File: config.mk
export PLATFORM = sky130hd
export DESIGN_NAME = axiss_to_spi_dac
export DESIGN_NICKNAME = d
export VERILOG_FILES = /design/src/rtl/axiss_to_spi_dac.sv
export SDC_FILE = /design/constraint.sdc
export NUM_CORES = 1
export LEC_CHECK = 0
export CORE_MARGIN = 2
export CORE_UTILIZATION = 61
export CTS_CLUSTER_SIZE = 16
export DETAILED_ROUTE_END_ITERATION = 7
export PLACE_DENSITY = 0.78
export SYNTH_ARGS = -nofsm -noshare
export SYNTH_HDL_FRONTEND = slang
export SYNTH_SLANG_ARGS = --single-unit
export TNS_END_PERCENT = 5
File: constraint.sdc
create_clock -name AXIS_ACLK -period 4.25 [get_ports AXIS_ACLK]
set_input_delay 0.425 -clock AXIS_ACLK [delete_from_list [all_inputs] [get_ports AXIS_ACLK]]
set_output_delay 0.425 -clock AXIS_ACLK [all_outputs]
set_load 0.05 [all_outputs]
File: src/rtl/axiss_to_spi_dac.sv
// ============================================================================
//  Module   : axiss_to_spi_dac
//  Purpose  : AXI-Stream sample FIFO feeding a fixed-rate, write-only 16-bit
//             SPI DAC frame (SSN/SCK/MOSI, MSB first, SCK idles high).
//  Revision : 1.0 - initial release
// ============================================================================
`default_nettype none

module axiss_to_spi_dac #(
    parameter int DATA_WIDTH  = 16,
    parameter int FIFO_DEPTH  = 8,
    parameter int SPI_SCK_DIV = 200,
    parameter int SAMPLE_DIV  = 6250
) (
    input  logic                  AXIS_ACLK,
    input  logic                  AXIS_ARESETN,
    input  logic                  S_AXIS_TVALID,
    input  logic [DATA_WIDTH-1:0] S_AXIS_TDATA,
    input  logic                  S_AXIS_TLAST,
    output logic                  S_AXIS_TREADY,
    output logic                  SPI_SSN,
    output logic                  SPI_SCK,
    output logic                  SPI_MOSI,
    output logic                  UNDERRUN
);

    localparam int c_ptr_w  = $clog2(FIFO_DEPTH);
    localparam int c_lvl_w  = c_ptr_w + 1;
    localparam int c_half   = SPI_SCK_DIV / 2;
    localparam int c_half_w = $clog2(c_half);
    localparam int c_cnt_w  = $clog2(SAMPLE_DIV);
    localparam int c_tog_w  = $clog2(2 * DATA_WIDTH + 1);

    localparam logic [c_cnt_w-1:0]  c_cnt_last  = c_cnt_w'(SAMPLE_DIV - 1);
    localparam logic [c_half_w-1:0] c_half_last = c_half_w'(c_half - 1);
    localparam logic [c_tog_w-1:0]  c_tog_last  = c_tog_w'(2 * DATA_WIDTH);
    localparam logic [c_lvl_w-1:0]  c_lvl_full  = c_lvl_w'(FIFO_DEPTH);

    typedef enum logic [0:0] {
        ST_IDLE  = 1'b0,
        ST_SHIFT = 1'b1
    } state_t;

    state_t                 state_q, state_d;
    logic [c_cnt_w-1:0]     cnt_q, cnt_d;
    logic [DATA_WIDTH-1:0]  mem_q [FIFO_DEPTH];
    logic [DATA_WIDTH-1:0]  mem_d [FIFO_DEPTH];
    logic [c_ptr_w-1:0]     wr_q, wr_d;
    logic [c_ptr_w-1:0]     rd_q, rd_d;
    logic [c_lvl_w-1:0]     lvl_q, lvl_d;
    logic                   tready_q, tready_d;
    logic [DATA_WIDTH-1:0]  last_q, last_d;
    logic [DATA_WIDTH-2:0]  shift_q, shift_d;
    logic [c_half_w-1:0]    hc_q, hc_d;
    logic [c_tog_w-1:0]     tg_q, tg_d;
    logic                   ssn_q, ssn_d;
    logic                   sck_q, sck_d;
    logic                   mosi_q, mosi_d;
    logic                   urun_q, urun_d;

    logic                   w_tick;
    logic                   w_push;
    logic                   w_pop;
    logic [DATA_WIDTH-1:0]  w_frame_word;

    // TLAST carries no meaning for a continuous audio stream.
    logic unused_tlast;
    assign unused_tlast = S_AXIS_TLAST;

    always_comb begin
        w_tick       = (cnt_q == c_cnt_last);
        w_push       = S_AXIS_TVALID && tready_q;
        w_pop        = w_tick && (lvl_q != '0);
        w_frame_word = w_pop ? mem_q[rd_q] : last_q;

        state_d  = state_q;
        mem_d    = mem_q;
        wr_d     = wr_q;
        rd_d     = rd_q;
        last_d   = last_q;
        shift_d  = shift_q;
        hc_d     = hc_q;
        tg_d     = tg_q;
        ssn_d    = ssn_q;
        sck_d    = sck_q;
        mosi_d   = mosi_q;
        cnt_d    = w_tick ? '0 : cnt_q + c_cnt_w'(1);
        urun_d   = w_tick && (lvl_q == '0);

        if (w_push) begin
            mem_d[wr_q] = S_AXIS_TDATA;
            wr_d        = wr_q + c_ptr_w'(1);
        end
        if (w_pop) begin
            rd_d   = rd_q + c_ptr_w'(1);
            last_d = mem_q[rd_q];
        end

        case ({w_push, w_pop})
            2'b10:   lvl_d = lvl_q + c_lvl_w'(1);
            2'b01:   lvl_d = lvl_q - c_lvl_w'(1);
            default: lvl_d = lvl_q;
        endcase
        tready_d = (lvl_d != c_lvl_full);

        case (state_q)
            ST_IDLE: begin
                if (w_tick) begin
                    state_d = ST_SHIFT;
                    ssn_d   = 1'b0;
                    sck_d   = 1'b1;
                    mosi_d  = w_frame_word[DATA_WIDTH-1];
                    shift_d = w_frame_word[DATA_WIDTH-2:0];
                    hc_d    = '0;
                    tg_d    = '0;
                end
            end
            ST_SHIFT: begin
                if (hc_q == c_half_last) begin
                    hc_d = '0;
                    tg_d = tg_q + c_tog_w'(1);
                    // Odd toggle count is a fall; the final rise closes the frame.
                    if (tg_d == c_tog_last) begin
                        state_d = ST_IDLE;
                        ssn_d   = 1'b1;
                        sck_d   = 1'b1;
                        mosi_d  = 1'b0;
                    end else if (tg_d[0]) begin
                        sck_d = 1'b0;
                    end else begin
                        sck_d   = 1'b1;
                        mosi_d  = shift_q[DATA_WIDTH-2];
                        shift_d = {shift_q[DATA_WIDTH-3:0], 1'b0};
                    end
                end else begin
                    hc_d = hc_q + c_half_w'(1);
                end
            end
            default: state_d = ST_IDLE;
        endcase
    end

    always_ff @(posedge AXIS_ACLK) begin
        if (!AXIS_ARESETN) begin
            state_q  <= ST_IDLE;
            cnt_q    <= '0;
            mem_q    <= '{default: '0};
            wr_q     <= '0;
            rd_q     <= '0;
            lvl_q    <= '0;
            tready_q <= 1'b0;
            last_q   <= '0;
            shift_q  <= '0;
            hc_q     <= '0;
            tg_q     <= '0;
            ssn_q    <= 1'b1;
            sck_q    <= 1'b1;
            mosi_q   <= 1'b0;
            urun_q   <= 1'b0;
        end else begin
            state_q  <= state_d;
            cnt_q    <= cnt_d;
            mem_q    <= mem_d;
            wr_q     <= wr_d;
            rd_q     <= rd_d;
            lvl_q    <= lvl_d;
            tready_q <= tready_d;
            last_q   <= last_d;
            shift_q  <= shift_d;
            hc_q     <= hc_d;
            tg_q     <= tg_d;
            ssn_q    <= ssn_d;
            sck_q    <= sck_d;
            mosi_q   <= mosi_d;
            urun_q   <= urun_d;
        end
    end

    assign S_AXIS_TREADY = tready_q;
    assign SPI_SSN       = ssn_q;
    assign SPI_SCK       = sck_q;
    assign SPI_MOSI      = mosi_q;
    assign UNDERRUN      = urun_q;

endmodule

`default_nettype wire

==> impl_metrics.json <==
{
  "yosysWarnings": 0,
  "yosysSeqAreaShare": 0.457,
  "grt_overflow": 0,
  "place.gp.congestion": 0.810,
  "synthArstFlopShare": 0,
  "tightestPinTransition_ps": 1100,
  "maxCapViolations": 0,
  "synth_area_mm2": 0.00880,
  "wire_per_inst_um": 17.2,
  "area_delta_synth_final_pct": 11.0,
  "grt_pass1_vias": 6263,
  "max_freq_mhz": 323,
  "power_density_mw_per_mm2": 397,
  "antenna_found_initial": 0,
  "ys_types": 51,
  "rsz0062_at_grt": "false",
  "viasPerCell": 5.94,
  "crit_required_ps": 4630,
  "grt_max_degree": 115,
  "drt_iter0_drc": 498,
  "crit_path_cell_trace": "or4_4 -> or3_1 -> nor2_2 -> buf_4 -> ha_1 -> xor2_1 -> a22oi_1 -> a21oi_1 -> xnor2_1 -> o31a_1",
  "die_area_mm2": 0.0154,
  "tns_ps": 0,
  "die_h_um": 124,
  "fin_nets": 966,
  "portBuffers": 23,
  "clkSlewWorstSetupHoldPaths_ps": 60,
  "grt_pass1_wl_um": 31500,
  "initial_core_util": 0.629,
  "slew_viol_final": 0,
  "critPathMaxFanout": 32,
  "worstSetupStartpoint": "cnt_q[4]",
  "io_pins": 25,
  "period_share": 0.728,
  "synthTopCellsByArea": "dfxtp_1 (46%), mux4_2 (8.2%), mux2i_1 (7.6%)",
  "worstSetupPathType": "reg -> reg",
  "synth_edf_count": 0,
  "slowest_stage": "or4_4",
  "final_common_cell": "dfxtp_1",
  "critPathMaxStageDelay_ps": 580,
  "relSlewSlack": 0.268,
  "fill_cells": 1091,
  "leakagePower_nw": 3.30,
  "num_antenna_cells": 0,
  "cts_buffer_depth": 3,
  "power_mw": 3.88,
  "cts-buffers-inserted": 21,
  "cts.sinks": 201,
  "rows": 43,
  "synth_top_area_frac": 0.457,
  "htree_levels": 1,
  "firstDrtPassIters": 5,
  "hold_path_class": "reg -> reg",
  "clk_latency_ps": 500,
  "ff2ff_setup_slack_ps": 1150,
  "cts_root_buffer": "clkbuf_16",
  "timing.rr.end": "S_AXIS_TREADY",
  "r2r_cells": 10,
  "whs_ps": 453,
  "finalClockSkew_ps": 14.9,
  "core-area_mm2": 0.0140,
  "synth_area_per_cell_um2": 9.19,
  "ys.flop_type": "dfxtp_1",
  "drc": 0,
  "dpl_cell_area_mm2": 0.00908,
  "layout_common_cells": "dfxtp_1 (199), nand2_1 (174), nor2_1 (105)",
  "synth_nets": 988,
  "die_w_um": 124,
  "holdBufCountCts": 0,
  "period_needed_ps": 3100,
  "crit_family": "simple AND/OR/NAND/NOR gates",
  "hold_violations": 0,
  "synth-seq-cells": 201,
  "outcome": "finished clean",
  "postLayoutCoreUtil": 0.698,
  "wirelength_um": 19500,
  "worst-path-stages": 10,
  "dp_hpwl_um": 11300,
  "critPathLaunchType": "flip-flop",
  "crit_end": "S_AXIS_TREADY",
  "layout-drive-gt1-share": 0.116,
  "irDropWorstVdd_uv": 263,
  "cts_tree": "built",
  "crit_buf_inv": 1,
  "finalSetupViolations": 0,
  "end_kind": "flip-flop",
  "postCtsResizedCells": 0,
  "netlist_instances": 958,
  "detail-route-antenna-nets": 0,
  "cts_setup_buffers": 0,
  "reg2reg_from": "cnt_q[4]",
  "yosys.area.top_type": "dfxtp_1",
  "vias": 6708,
  "final_area_mm2": 0.00977,
  "arrival_ps": 3470,
  "grt_use_total": 0.260
}
[worst min-delay path by stage]
stage,start,slack (ps),cells after the start,endpoint
global placement,mem_q[9],440,2,mem_q[9]
CTS,mem_q[34],450,2,mem_q[34]
finish,mem_q[16],450,2,mem_q[16]
global route,mem_q[34],470,2,mem_q[34]
detailed placement,hc_q[6],440,1,hc_q[6]
floorplan,hc_q[6],410,1,hc_q[6]
[registers in the layout, indices dropped and copies added, names as in the netlist]
name and cells:
SPI_MOSI 1, SPI_SCK 1, SPI_SSN 1, S_AXIS_TREADY 1
UNDERRUN 1, cnt_q 13, hc_q 7, last_q 16
lvl_q 4, mem_q 128, rd_q 3, shift_q 15
state_q 1, tg_q 6, wr_q 3
[worst min-delay path, cell delays in order, from the launching register on]
cell and delay, ps:
dfxtp_1 310, nand2_1 50, a21oi_1 50
[power breakdown]
group / internal (mW) / switching, mW / total (mW)
logic: 0.0579 / 0.101 / 0.159
registers: 1.90 / 0.0156 / 1.92
clock network: 1.08 / 0.723 / 1.80
total: 3.04 / 0.840 / 3.88
[through the flow]
step	setup WS (ps)	std cells
floorplan	884	958
global placement	1200	1093
detailed placement	1190	1093
CTS	1160	1130
global route	984	1130
finish	1150	1130
[final cells by class]
cell class / instances / area [um^2] / share of cell area
multi-input cells: 670 / 4460 / 0.457
flip-flops and latches: 201 / 4030 / 0.412
clock buffers: 32 / 627 / 0.0642
repair buffers: 37 / 348 / 0.0356
well taps: 180 / 225 / 0.0231
clock inverters: 5 / 57.6 / 0.00589
inverters: 5 / 21.3 / 0.00218
[per-layer routing]
layer,routed length [um],part of all wire,up-vias,track usage
li1,-,-,3292,-
met1,8630,0.44,3185,0.343
met2,9180,0.47,191,0.434
met3,1090,0.056,40,0.0408
met4,558,0.029,0,0.0927
met5,0,0,-,0
[cells by family after synthesis]
kind of cell    synth area share
xor+xnor                  0.0229
fa+ha+maj                 0.0142
buf+inv                   0.0394
simple gates               0.182
compound gates             0.126
flops                      0.457
mux                        0.158
[synth_stat cells (all sizes together) (2+ instances only)]
library cell and n:
nand2 174, o21ai 13, dfxtp 201, o211ai 3, mux2i 67, and2 3, or2 3, or3 4
xnor2 7, o211a 15, nand4 4, a211oi 15, buf 16, nor2 107, and3 4, inv 5
mux4 32, nand2b 4, a21oi 97, clkbuf 66, xor2 16, nand3 35, nor2b 2, ha 10
or4 2, o221a 14, a22oi 4, nor3 12, nand4b 2, a31oi 3, nand3b 4, nor4 3
(Power assumes the default switching activity.)
